File: config.mk
export PLATFORM = sky130hd
export DESIGN_NAME = word_transposer
export DESIGN_NICKNAME = d
export VERILOG_FILES = /design/src/rtl/word_transposer_pkg.sv /design/src/rtl/word_transposer_bit_plane_select.sv /design/src/rtl/word_transposer.sv
export SDC_FILE = /design/constraint.sdc
export NUM_CORES = 2
export LEC_CHECK = 0
export ABC_CLOCK_PERIOD_IN_PS = 3500
export CAP_MARGIN = 10
export CELL_PAD_IN_SITES_DETAIL_PLACEMENT = 2
export CELL_PAD_IN_SITES_GLOBAL_PLACEMENT = 2
export CORE_MARGIN = 2
export CORE_UTILIZATION = 47
export DETAILED_ROUTE_END_ITERATION = 8
export PLACE_DENSITY = 0.89
export SYNTH_ARGS = -nofsm -noshare
export SYNTH_HDL_FRONTEND = slang
export SYNTH_SLANG_ARGS = --single-unit
File: constraint.sdc
create_clock -name clk -period 3.5 [get_ports clk]
set_input_delay 0.35 -clock clk [delete_from_list [all_inputs] [get_ports clk]]
set_output_delay 0.35 -clock clk [all_outputs]
set_load 0.03 [all_outputs]
File: src/rtl/word_transposer_pkg.sv
// Shared constants, state encoding and plane-index helper for the word transposer
// and the bit-plane collector bench.
package word_transposer_pkg;

  localparam int NUM_WORDS = 64;
  localparam int WORD_W    = 25;
  localparam int ADDR_W    = 6;
  localparam int NUM_W     = 32;
  localparam int PLANE_W   = $clog2(WORD_W);

  typedef enum logic [1:0] {
    IDLE  = 2'd0,
    EMIT  = 2'd1,
    FLUSH = 2'd2
  } state_t;

  // Plane k carries word bit (WORD_W-1-k): MSB plane first.
  function automatic logic [PLANE_W-1:0] plane_bit(input logic [PLANE_W-1:0] k);
    return PLANE_W'(WORD_W - 1) - k;
  endfunction

endpackage

File: src/rtl/word_transposer_bit_plane_select.sv
// Combinational column extract: bit bit_idx of every word, packed word 0 at LSB.
module bit_plane_select
  import word_transposer_pkg::*;
(
  input  logic [WORD_W-1:0]    words [NUM_WORDS],
  input  logic [PLANE_W-1:0]   bit_idx,
  output logic [NUM_WORDS-1:0] column
);

  for (genvar gi = 0; gi < NUM_WORDS; gi++) begin : g_col
    assign column[gi] = words[gi][bit_idx];
  end

endmodule

File: src/rtl/word_transposer.sv
// Loads NUM_WORDS words, then emits them as WORD_W bit-planes (MSB first) with a final dump strobe.
// Optional macro WORD_TRANSPOSER_HOLD_EN adds a hold input that stalls plane emission.
module word_transposer
  import word_transposer_pkg::*;
(
  input  logic                 clk,
  input  logic                 rst,
  input  logic                 wr_en,
  input  logic [ADDR_W-1:0]    wr_addr,
  input  logic [WORD_W-1:0]    wr_data,
  input  logic                 start,
`ifdef WORD_TRANSPOSER_HOLD_EN
  input  logic                 hold,
`endif
  output logic                 busy,
  output logic                 ldn,
  output logic [NUM_W-1:0]     number,
  output logic [NUM_WORDS-1:0] n_out,
  output logic                 write_to_file,
  output logic                 done
);

  state_t               state_reg, state_next;
  logic [PLANE_W-1:0]   k_reg, k_next;
  logic                 busy_reg, busy_next;
  logic                 ldn_reg, ldn_next;
  logic [NUM_W-1:0]     number_reg, number_next;
  logic [NUM_WORDS-1:0] n_out_reg, n_out_next;
  logic                 wtf_reg, wtf_next;
  logic                 done_reg, done_next;
  logic                 hold_eff;
  logic [WORD_W-1:0]    words [NUM_WORDS];
  logic [NUM_WORDS-1:0] column;

`ifdef WORD_TRANSPOSER_HOLD_EN
  assign hold_eff = hold;
`else
  assign hold_eff = 1'b0;
`endif

  // Memory only accepts writes in IDLE so an in-flight plane sequence stays coherent.
  for (genvar gi = 0; gi < NUM_WORDS; gi++) begin : g_word
    logic [WORD_W-1:0] word_reg;
    always_ff @(posedge clk or negedge rst) begin
      if (!rst)
        word_reg <= '0;
      else if (wr_en && (state_reg == IDLE) && (wr_addr == ADDR_W'(gi)))
        word_reg <= wr_data;
    end
    assign words[gi] = word_reg;
  end

  bit_plane_select u_select (
    .words   (words),
    .bit_idx (plane_bit(k_reg)),
    .column  (column)
  );

  always_ff @(posedge clk or negedge rst) begin
    if (!rst) begin
      state_reg  <= IDLE;
      k_reg      <= '0;
      busy_reg   <= 1'b0;
      ldn_reg    <= 1'b0;
      number_reg <= '0;
      n_out_reg  <= '0;
      wtf_reg    <= 1'b0;
      done_reg   <= 1'b0;
    end else begin
      state_reg  <= state_next;
      k_reg      <= k_next;
      busy_reg   <= busy_next;
      ldn_reg    <= ldn_next;
      number_reg <= number_next;
      n_out_reg  <= n_out_next;
      wtf_reg    <= wtf_next;
      done_reg   <= done_next;
    end
  end

  always_comb begin
    state_next  = state_reg;
    k_next      = k_reg;
    busy_next   = busy_reg;
    ldn_next    = 1'b0;
    number_next = number_reg;
    n_out_next  = n_out_reg;
    wtf_next    = 1'b0;
    done_next   = 1'b0;
    case (state_reg)
      IDLE: begin
        busy_next = 1'b0;
        if (start) begin
          state_next = EMIT;
          k_next     = '0;
          busy_next  = 1'b1;
        end
      end
      EMIT: begin
        busy_next = 1'b1;
        if (!hold_eff) begin
          ldn_next    = 1'b1;
          number_next = {{(NUM_W - PLANE_W){1'b0}}, k_reg};
          n_out_next  = column;
          if (k_reg == PLANE_W'(WORD_W - 1))
            state_next = FLUSH;
          else
            k_next = k_reg + 1'b1;
        end
      end
      FLUSH: begin
        busy_next  = 1'b1;
        wtf_next   = 1'b1;
        done_next  = 1'b1;
        state_next = IDLE;
      end
      default: state_next = IDLE;
    endcase
  end

  assign busy          = busy_reg;
  assign ldn           = ldn_reg;
  assign number        = number_reg;
  assign n_out         = n_out_reg;
  assign write_to_file = wtf_reg;
  assign done          = done_reg;

endmodule

# Word-level counts from Yosys, hierarchy flattened
# Cells that the tools add are included.
# op_classes
n_addsub,2
order_cmp,1
n_eq_ne,69
muxes,138
n_reduce_logical,72
# ops
op,count
$bmux W1 S5,64
$eq A6 B6 Y1 const B,32
$eq A6 B5 Y1 const B,16
$mux W1,67
$logic_and A1 B1 Y1,65
$eq A6 B4 Y1 const B,8
$eq A6 B3 Y1 const B,4
$eq A6 B2 Y1 const B,2
$mux W5,2
$pmux W5 S2,1
$eq A6 B1 Y1 const B,1
$logic_not A6 Y1,1
$lt A5 B6 Y1 const B,1
$ne A2 B2 Y1 const B,3
$add A5 B1 Y5 const B,1
$eq A5 B5 Y1 const B,1
$sub A5 B5 Y5 const A,1
$mux W2,2
$pmux W2 S2,1
$reduce_bool A2 Y1,2
$reduce_and A3 Y1,1
$eq A2 B1 Y1 const B,1
$eq A2 B2 Y1 const B,1
$logic_not A2 Y1,1
3 further kinds,3
# word_totals
ff_bits,1679
out_inout_bits,100

# Depth between registers and ports, before layout
# logic_depth
ltp_word,3
mapped_depth,15

# Cells and area by module
# Synthesis repeated with hierarchy kept, for this count alone.
# unflattened
cells_unflattened,5050
hier_area_um2,76782.4
# by_module_without_submodules
mod,n_inst,cells_each,area_per_inst_um2
word_transposer,1,3852,63294.5
bit_plane_select,1,1198,13487.9

# Worst setup path after synthesis
# Ideal clock, no wire load.
# synth_timing
kind,register to register
startpoint,reg k_reg[0]
endpoint,"reg n_out_reg[53], in the netlist n_out[53]"
setup_time_ps,140
arrival_ps,2911
required_time_ps,3360
path_slack_ps,448
path_stages_with_launch,14
path_buffers,7
path_cell_list,dfrtp_1 > buf_2 > buf_4 > buf_4 > buf_2 > inv_1 > ha_1 > buf_2 > buf_4 > clkbuf_1 > mux4_2 > nor2b_1 > a2111oi_0 > o32ai_1
# synth_via
elab_chain_cells,3
# synth_rtl
element,line_no,text
from (decl),word_transposer.sv:24,"logic [PLANE_W-1:0] k_reg, k_next;"
from (signal assigned),word_transposer.sv:71,k_reg <= k_next;
$sub A5 B5 Y5,word_transposer_pkg.sv:19,return PLANE_W'(WORD_W - 1) - k;
$bmux W1 S5,word_transposer_bit_plane_select.sv:11,assign column[gi] = words[gi][bit_idx];
$mux W1 (implied by the code),word_transposer_bit_plane_select.sv:11,
to (signal assigned),word_transposer.sv:75,n_out_reg <= n_out_next;
to (decl),word_transposer.sv:28,"logic [NUM_WORDS-1:0] n_out_reg, n_out_next;"
# No other way between the ends. The select of a mux whose other input is x is not followed.
# A chain may end at the register's enable or synchronous reset.

# Worst setup path after layout
# layout_timing
startpoint,reg k_reg[1]
endpoint,"reg n_out_reg[31], in the netlist n_out[31]"
# The elaborated chain is that of the path after synthesis.

==> impl_metrics.json <==
{
  "status": "complete, but fails checks",
  "violations": "setup timing",
  "hold_class": "in -> async",
  "cts_tree": "built",
  "cp-end-kind": "flop",
  "netlist_area_um2": 75610,
  "final_antenna_net_count": 0,
  "timing.fmax_ghz": 0.2588,
  "slew_violations": 0,
  "fin_crit_ns": 3.865,
  "timing.final.crit_share": 1.104,
  "initial_utilization": 0.4719,
  "grt_antenna_before_repair": 27,
  "tightest_slew_ns": 1.371,
  "skew_ns": 0.05951,
  "synth-async-reset-ratio": 1.000,
  "synth_edf_count": 0,
  "multi_input_area_um2": 31440,
  "num_rows": 147,
  "crit_arrival_ns": 4.54,
  "vdd_drop_max_mv": 0.8867,
  "leakagePower_nw": 40.50,
  "fill_cells": 13800,
  "power_per_cell_area_nw_per_um2": 792.4,
  "port_buffers": 107,
  "die-area_um2": 164100,
  "final_cell_mix": "dfrtp_1, mux2_2, mux4_2",
  "io_pins": 135,
  "maxSlewHeadroom": 0.08578,
  "ys_seq_elements": 1679,
  "cts-root-buf": "clkbuf_16",
  "wl_um": 353400,
  "clock-sinks": 1679,
  "ys_warn_count": 0,
  "vias_per_cell": 7.204,
  "fin_nets": 5053,
  "grt_max_degree": 128,
  "largest_register_ffs": 1600,
  "clock_path_buffers": 3,
  "finalPower_mw": 68.03,
  "grt_pass1_wl_um": 459300,
  "gr-usage-all-layers": 0.3950,
  "yosysTopAreaCell": "dfrtp_1",
  "drv_cap": 0,
  "drcViolationCount": 0,
  "netlist_instances": 4984,
  "fin_area_um2": 85860,
  "worstSetupStartpointType": "flop",
  "fp.dieH_um": 405.1,
  "cts_buffers": 176,
  "fin_ws_ns": -0.3646,
  "regArea_um2": 42020,
  "firstDrtPassIters": 5,
  "ys.flop_type": "dfrtp_1",
  "ys_top_cells_by_area": "dfrtp_1, mux2_2, mux4_2",
  "area_growth_pct": 13.56,
  "yosysUniqueCellTypes": 48,
  "synth_top_area_frac": 0.5557,
  "die_w_um": 405.1,
  "vias": 52890,
  "seq_area_frac_synth": 0.5557,
  "mostFrequentLayoutCell": "dfrtp_1",
  "hold_viol": 0,
  "grt_pass1_vias": 58250,
  "synth_area_per_cell_um2": 15.17,
  "wl_per_cell_um": 48.14,
  "crit_fanout": 12,
  "core-area_um2": 160200,
  "path_clk_slew_ns": 0.07,
  "grt-ovfl-total": 0,
  "drt_iter0_drc": 6319,
  "gp_congestion": 0.7851,
  "dp_hpwl_um": 161200,
  "clock_latency_ns": 0.91,
  "htree_levels": 4,
  "crit_required_ns": 4.17,
  "setup_viol": 11,
  "layout-drive-gt1-share": 0.4977,
  "critPathKind": "reg -> reg",
  "post_dp_cell_area_um2": 79740
}
[cell type report]
type / instances / share of cell area
sequential: 1679 / 0.4894
multi-input combinational: 2756 / 0.3661
clock buffer: 267 / 0.06223
timing repair buffer: 328 / 0.03930
tap: 2160 / 0.03148
clock inverter: 58 / 0.007680
inverter: 70 / 0.003060
antenna: 24 / 0.0006995
[final timing paths]
check	start	to	depth (start not counted)	slack [ns]
hold reg to reg	g_word[20].word_reg[3]	g_word[20].word_reg[3]	1	0.51
hold / removal	rst	g_word[62].word_reg[4]	2	0.11
setup / recovery	k_reg[1]	n_out[31]	7	-0.36
max in group asynchronous	rst	g_word[3].word_reg[23]	3	1.94
min in group clk	wr_data[7]	g_word[8].word_reg[7]	2	0.16
setup reg to reg	k_reg[1]	n_out[31]	7	-0.36
[worst max-delay path, cell delays in order, from the launching register on]
cell	delay (ns)
dfrtp_1	0.56
inv_1	0.17
ha_4	0.73
buf_4	0.34
mux4_2	0.38
nor2b_1	0.20
a2111oi_0	0.87
o32ai_1	0.38
[per-stage QoR]
step                setup TNS (ns)  hold slack, ns  utilization  cells  setup slack, ns
global route               -0.9094          0.1392       0.5357   7327          -0.2559
global placement                 0          0.3559       0.4977   6991           0.4862
CTS                              0          0.1225       0.5354   7318         0.002242
finish                      -1.154          0.1118       0.5359   7342          -0.3646
detailed placement        -0.08869          0.3609       0.4977   6991         -0.08869
floorplan                        0         0.05441            -   5010           0.4484
[kinds of logic (layout without fill, tap and decap cells)]
kind of cell | count (synthesis) | after routing | synth area share
multiplexers | 1991 | 1991 | 0.3537
AND/OR/NAND/NOR | 456 | 456 | 0.02918
other | 1 | 51 | 0.00004960
adder cells (fa/ha/maj) | 7 | 7 | 0.001158
flip-flops | 1679 | 1679 | 0.5557
buffers and inverters | 575 | 723 | 0.03206
XOR/XNOR | 6 | 6 | 0.0006950
AO/OA/AOI/OAI | 269 | 269 | 0.02745
[synth_stat cells, drive strengths merged (4+ instances only)]
| cell type | count |
|---|---|
| a2111oi | 63 |
| and2b | 15 |
| buf | 167 |
| clkbuf | 338 |
| dfrtp | 1679 |
| ha | 7 |
| inv | 70 |
| mux2 | 1605 |
| mux4 | 384 |
| nand2 | 246 |
| nand2b | 7 |
| nand3 | 4 |
| nor2 | 38 |
| nor2b | 118 |
| nor3 | 10 |
| o21ai | 69 |
| o22ai | 63 |
| o32ai | 63 |
| or2 | 5 |
| xnor2 | 4 |
[power by group]
part | switching (mW) | internal, mW
Clock | 9.57 | 11.3
Sequential | 3.44 | 22.7
Combinational | 13.0 | 7.98
Total | 26.0 | 42.1
[timing repair]
| action | CTS | global route |
|---|---|---|
| gates resized for setup | 4 | 8 |
| endpoints found under the setup margin | 7 | 11 |
| pin swaps | 1 | 1 |
| hold buffers | 1 | 0 |
| hold endpoints to repair | 198 | 0 |
| setup buffers | 1 | 0 |
[layer usage]
layer	track usage	wire length [µm]
met2	0.6451	167900
met1	0.4514	118900
met5	0	250
met3	0.09525	32120
met4	0.2963	34350
(Power assumes the default switching activity.)
